===== src/rtl/instruction_fetch_unit.sv =====
// instruction_fetch_unit: IF stage with memory handshake, stall hold buffer and wrong-path drain.
module instruction_fetch_unit #(
  parameter logic [31:0] RESET_PC  = 32'h0040_0000,
  parameter logic [31:0] NOP_INSTR = 32'h0000_0000
) (
  input  logic        clk,
  input  logic        reset,
  input  logic        Stall,
  input  logic        Redirect,
  input  logic [31:0] Redirect_Target,
  output logic        IMem_Req,
  output logic [31:0] IMem_Addr,
  input  logic        IMem_Ready,
  input  logic [31:0] IMem_Data,
  output logic [31:0] out_PC_4,
  output logic [31:0] out_Instruction,
  output logic        Flush
);
  typedef enum logic [1:0] {S_FETCH, S_HOLD, S_DISCARD} state_t;
  state_t      state_q, state_d;
  logic [31:0] fetch_addr_q, fetch_addr_d;
  logic [31:0] redirect_pc_q, redirect_pc_d;
  logic [31:0] hold_instr_q, hold_instr_d;
  logic [31:0] hold_pc4_q, hold_pc4_d;
  logic        redir_eff, flush_c;
  logic [31:0] tgt, pc4, instr_c, pc4_c;
  assign redir_eff = Redirect & ~Stall;
  assign tgt       = {Redirect_Target[31:2], 2'b00};
  assign pc4       = fetch_addr_q + 32'd4;
  always_comb begin
    state_d       = state_q;
    fetch_addr_d  = fetch_addr_q;
    redirect_pc_d = redirect_pc_q;
    hold_instr_d  = hold_instr_q;
    hold_pc4_d    = hold_pc4_q;
    flush_c       = 1'b1;
    instr_c       = NOP_INSTR;
    pc4_c         = pc4;
    case (state_q)
      S_FETCH: begin
        if (redir_eff) begin
          if (IMem_Ready) fetch_addr_d = tgt;
          else begin
            redirect_pc_d = tgt;
            state_d       = S_DISCARD;
          end
        end else if (IMem_Ready) begin
          fetch_addr_d = pc4;
          if (Stall) begin
            hold_instr_d = IMem_Data;
            hold_pc4_d   = pc4;
            state_d      = S_HOLD;
          end else begin
            flush_c = 1'b0;
            instr_c = IMem_Data;
          end
        end
      end
      S_HOLD: begin
        pc4_c = hold_pc4_q;
        if (!Stall) state_d = S_FETCH;
        if (redir_eff) fetch_addr_d = tgt;
        else begin
          flush_c = 1'b0;
          instr_c = hold_instr_q;
        end
      end
      S_DISCARD: begin
        // Latest redirect wins, including one arriving with the draining response.
        if (redir_eff) redirect_pc_d = tgt;
        if (IMem_Ready) begin
          fetch_addr_d = redir_eff ? tgt : redirect_pc_q;
          state_d      = S_FETCH;
        end
      end
      default: state_d = S_FETCH;
    endcase
  end
  always_ff @(posedge clk or negedge reset) begin
    if (!reset) begin
      state_q       <= S_FETCH;
      fetch_addr_q  <= RESET_PC;
      redirect_pc_q <= RESET_PC;
      hold_instr_q  <= 32'h0;
      hold_pc4_q    <= 32'h0;
    end else begin
      state_q       <= state_d;
      fetch_addr_q  <= fetch_addr_d;
      redirect_pc_q <= redirect_pc_d;
      hold_instr_q  <= hold_instr_d;
      hold_pc4_q    <= hold_pc4_d;
    end
  end
  assign IMem_Req        = reset && (state_q != S_HOLD);
  assign IMem_Addr       = fetch_addr_q;
  assign Flush           = !reset || flush_c;
  assign out_Instruction = reset ? instr_c : 32'h0;
  assign out_PC_4        = reset ? pc4_c : RESET_PC;
endmodule

===== config.mk =====
export PLATFORM = sky130hd
export DESIGN_NAME = instruction_fetch_unit
export DESIGN_NICKNAME = d
export VERILOG_FILES = /design/src/rtl/instruction_fetch_unit.sv
export SDC_FILE = /design/constraint.sdc
export NUM_CORES = 1
export LEC_CHECK = 0
export BUFFER_PORTS_ARGS = -buffer_cell sky130_fd_sc_hd__buf_2
export CAP_MARGIN = 25
export CORE_MARGIN = 5
export CORE_UTILIZATION = 38
export CTS_CLUSTER_SIZE = 25
export DETAILED_ROUTE_END_ITERATION = 10
export SLEW_MARGIN = 20
export SYNTH_ARGS = -nofsm -noshare
export SYNTH_HDL_FRONTEND = slang
export SYNTH_SLANG_ARGS = --single-unit
export TNS_END_PERCENT = 20

===== constraint.sdc =====
create_clock -name clk -period 2.8 [get_ports clk]
set_clock_uncertainty 0.1 [all_clocks]
set_input_delay 0.56 -clock clk [delete_from_list [all_inputs] [get_ports clk]]
set_output_delay 0.56 -clock clk [all_outputs]
set_load 0.1 [all_outputs]

==> results of run 1 <==
## report_power, final
| group | leakage [uW] | switching (uW) | internal (uW) | total, uW |
|---|---|---|---|---|
| Combinational | 0.00320 | 7110 | 3900 | 11000 |
| Sequential | 0.00156 | 669 | 2840 | 3510 |
| Clock | 0.000282 | 895 | 1410 | 2300 |
| Total | 0.00504 | 8670 | 8150 | 16800 |
## path summary, 6_finish.rpt
path | startpoint | end | slack [ns] | cells past startpoint
max in group asynchronous | reset | IMem_Addr[17] | 1.48 | 2
min in group clk | IMem_Data[15] | hold_instr_q[15] | 0.28 | 2
min reg2reg | hold_pc4_q[13] | hold_pc4_q[13] | 0.37 | 2
max reg2reg | state_q[0] | IMem_Addr[13] | 0.50 | 8
min | reset | redirect_pc_q[22] | 0.12 | 1
max | IMem_Addr[3] | out_PC_4[29] | -0.26 | 7
## registers in the layout, indices dropped and copies added (netlist names)
register,flops
hold_instr_q,32
state_q,2
IMem_Addr,32
redirect_pc_q,32
hold_pc4_q,32
## layer usage
| layer | up-vias | share of wire |
|---|---|---|
| li1 | 3421 | - |
| met1 | 3529 | 0.46 |
| met2 | 235 | 0.46 |
| met3 | 31 | 0.061 |
| met4 | 0 | 0.018 |
| met5 | - | 0 |
## cell type report
| type | instances | area (um2) |
|---|---|---|
| fill | 1679 | 8280 |
| multi-input combinational | 610 | 4940 |
| sequential | 130 | 3300 |
| timing repair buffer | 259 | 2710 |
| clock buffer | 17 | 425 |
| tap | 270 | 338 |
| clock inverter | 15 | 185 |
| inverter | 12 | 48.8 |
## cell families (layout without fill, tap and decap cells)
family                     Yosys count  count (layout)  share of synthesized area
and+or+nand+nor                    262             262                      0.165
AOI/OAI and AO/OA                  226             226                      0.205
DFF                                130             130                      0.418
muxes                               89              89                      0.127
buffers and inverters               84             303                     0.0456
xor gates and xnor gates            28              28                     0.0315
adders and majority gates            5               5                    0.00802
## repair_timing
item / in CTS / in global routing
buffers inserted: 18 / 11
hold buffers: 1 / 0
endpoints found under the setup margin: 55 / 57
gates cloned: 1 / 0
resized for setup: 59 / 20
pin swaps: 21 / 15
endpoints found under the hold margin: 10 / 0
## cell usage in the layout, fill, tap and decap left out, types with 6 or more instances in the layout
cell type	count
dfrtp_1	104
buf_2	97
nand2_1	83
mux2_2	79
buf_12	78
buf_4	75
o21ai_0	57
nor2_4	36
nor2_1	36
a22oi_1	36
nand3_1	20
a21oi_1	20
dfrtp_2	17
clkbuf_16	17
nand4_1	13
xnor2_2	13
inv_1	10
mux2i_1	10
nor3b_1	10
a211oi_1	10
o21ba_2	9
o211a_1	9
a31oi_1	9
o31ai_1	8
buf_6	8
dfrtp_4	7
clkinvlp_4	6
nand3_2	6
nor3_1	6
a32o_1	6
a2bb2oi_1	6
## stage by stage
step                      hold slack [ns]   util
final                               0.122  0.591
after global routing                0.132  0.591
after floorplan                     0.164      -
after global placement              0.357  0.527
after CTS                           0.123  0.581
after detailed placement            0.366  0.527
## critical path: stages, from the launching register on
cell and delay, ns:
dfrtp_4 0.44, nand2_1 0.14, nor4_4 0.37, buf_6 0.19, nand4_1 0.18, xnor2_2 0.29
o21ba_4 0.19, buf_12 0.17
==> flow_summary.json, run 1 <==
{
  "outcome": "complete, but fails checks",
  "violations": "setup timing",
  "ir_drop_mv": 0.721,
  "port-buffer-count": 164,
  "yosys.cell_types.count": 68,
  "syn2layout_area_growth_pct": 53.3,
  "start_util": 0.385,
  "placedCellCount": 1250,
  "avgSynthCellArea_um2": 9.46,
  "synth_commonest_cells": "128 x dfrtp_1, 87 x nand2_1, 79 x mux2_2",
  "busiest_layer": "met1",
  "min_period_over_period": 1.09,
  "grt_use_total": 0.212,
  "p_leak_uw": 0.00504,
  "required_ns": 2.14,
  "ys_seq_elements": 130,
  "finalWirelength_mm": 25.2,
  "fmax_ghz": 0.327,
  "start_kind": "flop",
  "powerDensity_mw_per_mm2": 1410,
  "firstDrtPassIters": 5,
  "slew_headroom": 0.640,
  "drc_errors": 0,
  "route.antenna.remaining_nets": 0,
  "cts_made_buffers": 17,
  "place_area_mm2": 0.0107,
  "synth_flop_cell": "dfrtp_1",
  "yosysMostFrequentCell": "dfrtp_1",
  "vias": 7216,
  "die_w_um": 153,
  "dieArea_mm2": 0.0235,
  "worst_pin_slew_ns": 0.533,
  "dpl.hpwl_mm": 17.7,
  "core_mm2": 0.0202,
  "fp.dieH_um": 153,
  "tns_ns": -3.21,
  "drive_gt1_frac": 0.495,
  "synth_edf_count": 0,
  "antenna_found_initial": 0,
  "cts_root_buf": "clkbuf_16",
  "cts.sinks": 130,
  "synth_cells": 824,
  "placementRows": 52,
  "vias_per_cell": 5.50,
  "path_max_fanout": 6,
  "cp.arrival_ns": 2.40,
  "htree_levels": 4,
  "gr-usage-met3": 0.0407,
  "final_nets": 1104,
  "drv_slew": 0,
  "syn_area_mm2": 0.00780,
  "ys_top_cells_by_area": "dfrtp_1 41%, mux2_2 11%, nand2_1 4.2%",
  "diodes": 0,
  "end_kind": "primary output",
  "synthArstFlopShare": 1.00,
  "layout_min_cycle_time_ns": 3.06,
  "cts_max_path_buffers": 2,
  "cts.clk_slew.worst_paths_ns": 0.06,
  "final_area_mm2": 0.0120,
  "synth_warnings": 0,
  "synth_nets": 898,
  "max_cap_violations": 0,
  "power_uw": 16800,
  "finalHoldViolations": 0,
  "yosysSeqAreaShare": 0.418,
  "clkLatencyLatePin_ns": 0.43,
  "netlist.area_leader.share": 0.411,
  "finalWorstSetupSlack_ns": -0.260,
  "wl_per_cell_um": 19.2,
  "grt_pass1_vias": 6985,
  "routabilityCongestion": 0.940,
  "fin_cells": 1313,
  "setup_viol": 21,
  "grtUsageMet2": 0.312,
  "post-place-ws_ns": 0.0180,
  "overflow": 0,
  "cts_tree": "yes",
  "gr-usage-met1": 0.316,
  "first_iter_violations": 629,
  "path_class": "flop to primary output",
  "io_pins": 167,
  "hold_path_class": "input port to async pin",
  "rsz0062_at_grt": "yes",
  "grt_pass1_wl_mm": 40.0,
  "grt_max_degree": 83,
  "yosys.area.top_type": "dfrtp_1"
}
Power figures use the tool's default switching activity.
==> run 2, diff against run 1 <==
- SETUP_SLACK_MARGIN: default -> 0.02
==> flow_summary.json, run 2 (same netlist as run 1, synthesis figures left out) <==
{
  "outcome": "complete, but fails checks",
  "violations": "setup timing",
  "placedCellCount": 1250,
  "drv_slew": 0,
  "mostFrequentLayoutCell": "dfrtp_1",
  "first_iter_violations": 540,
  "vias": 7212,
  "fp.dieH_um": 153,
  "finalWirelength_mm": 25.3,
  "rsz0062_at_grt": "yes",
  "cts.clk_slew.worst_paths_ns": 0.06,
  "multi_input_area_mm2": 0.00494,
  "grt_pass1_vias": 6985,
  "start_util": 0.385,
  "drive_gt1_frac": 0.497,
  "routabilityCongestion": 0.940,
  "cts_max_path_buffers": 2,
  "wl_per_cell_um": 19.3,
  "min_period_over_period": 1.09,
  "dpl.hpwl_mm": 17.7,
  "ir_drop_mv": 0.713,
  "power_uw": 16800,
  "p_leak_uw": 0.00504,
  "fin_cells": 1313,
  "max_cap_violations": 0,
  "grt_use_total": 0.212,
  "core_mm2": 0.0202,
  "dieArea_mm2": 0.0235,
  "slew_headroom": 0.606,
  "grt_pass1_wl_mm": 40.0,
  "diodes": 0,
  "end_kind": "primary output",
  "overflow": 0,
  "grt_max_degree": 83,
  "layout_min_cycle_time_ns": 3.05,
  "cts_tree": "yes",
  "io_pins": 167,
  "die_w_um": 153,
  "path_max_fanout": 4,
  "final_cell_mix": "103 x dfrtp_1, 97 x buf_2, 83 x nand2_1",
  "worst_pin_slew_ns": 0.591,
  "route.antenna.remaining_nets": 0,
  "firstDrtPassIters": 5,
  "port-buffer-count": 164,
  "final_nets": 1104,
  "drc_errors": 0,
  "cts_root_buf": "clkbuf_16",
  "cts.sinks": 130,
  "vias_per_cell": 5.49,
  "start_kind": "flop",
  "worst_hold_slack_ns": 0.131,
  "cp.arrival_ns": 2.39,
  "cts_made_buffers": 17,
  "powerDensity_mw_per_mm2": 1410,
  "path_class": "flop to primary output",
  "htree_levels": 4,
  "setup_viol": 20,
  "syn2layout_area_growth_pct": 53.3,
  "regArea_mm2": 0.00330,
  "placementRows": 52,
  "antenna_found_initial": 0,
  "clkLatencyLatePin_ns": 0.42,
  "n_fill_cell": 1682,
  "hold_path_class": "input port to async pin",
  "finalHoldViolations": 0,
  "required_ns": 2.14,
  "fmax_ghz": 0.328,
  "finalWorstSetupSlack_ns": -0.250
}
run 2: worst paths after layout:
kind	slack, ns	to	cells after the start	start
max in group asynchronous	1.47	IMem_Addr[17]	2	reset
max reg2reg	0.50	IMem_Addr[13]	8	state_q[0]
min reg2reg	0.37	hold_pc4_q[13]	2	hold_pc4_q[13]
min in group clk	0.28	hold_instr_q[15]	2	IMem_Data[15]
min	0.13	redirect_pc_q[22]	1	reset
max	-0.25	out_PC_4[16]	8	IMem_Addr[3]
run 2: stage by stage:
step	worst slack [ns]	util	instance area, um2	TNS (ns)
finish	-0.250	0.591	12000	-3.02
global route	-0.368	0.591	12000	-7.53
CTS	-0.251	0.582	11800	-3.54
detailed placement	0.0180	0.527	10700	0
global placement	0.0661	0.527	10700	0
floorplan	-0.422	-	8210	-6.38
run 2: where the power goes:
part | switching (uW) | internal [uW]
Clock | 892 | 1410
Sequential | 671 | 2840
Combinational | 7110 | 3900
run 2: final cells by class:
cell class	count	area share
multi-input cells	610	0.413
flip-flops and latches	130	0.276
repair buffers	259	0.227
clock buffers	17	0.0356
well taps	270	0.0283
clock inverters	15	0.0155
inverters	12	0.00408
run 2: critical path: stages, from the launching register on:
cell and delay [ns]:
dfrtp_4 0.44, ha_4 0.14, nand4_1 0.10, buf_6 0.15, or4_4 0.50, nor2_4 0.16
xnor2_2 0.11, a21oi_4 0.17, buf_12 0.19
run 2: timing repair:
item / CTS / global route
setup endpoints to repair: 56 / 56
gates cloned: 1 / 0
hold endpoints to repair: 10 / 0
resized for setup: 62 / 19
pin swaps: 21 / 14
setup buffers: 18 / 11
hold buffers: 1 / 0
run 2: metal layers:
metal / vias up / wire, um / track usage / part of all wire
met5: - / 0 / 0 / 0
met4: 0 / 442 / 0.0602 / 0.017
met3: 27 / 1520 / 0.0407 / 0.060
met2: 230 / 11600 / 0.313 / 0.46
met1: 3534 / 11800 / 0.315 / 0.47
li1: 3421 / - / - / -
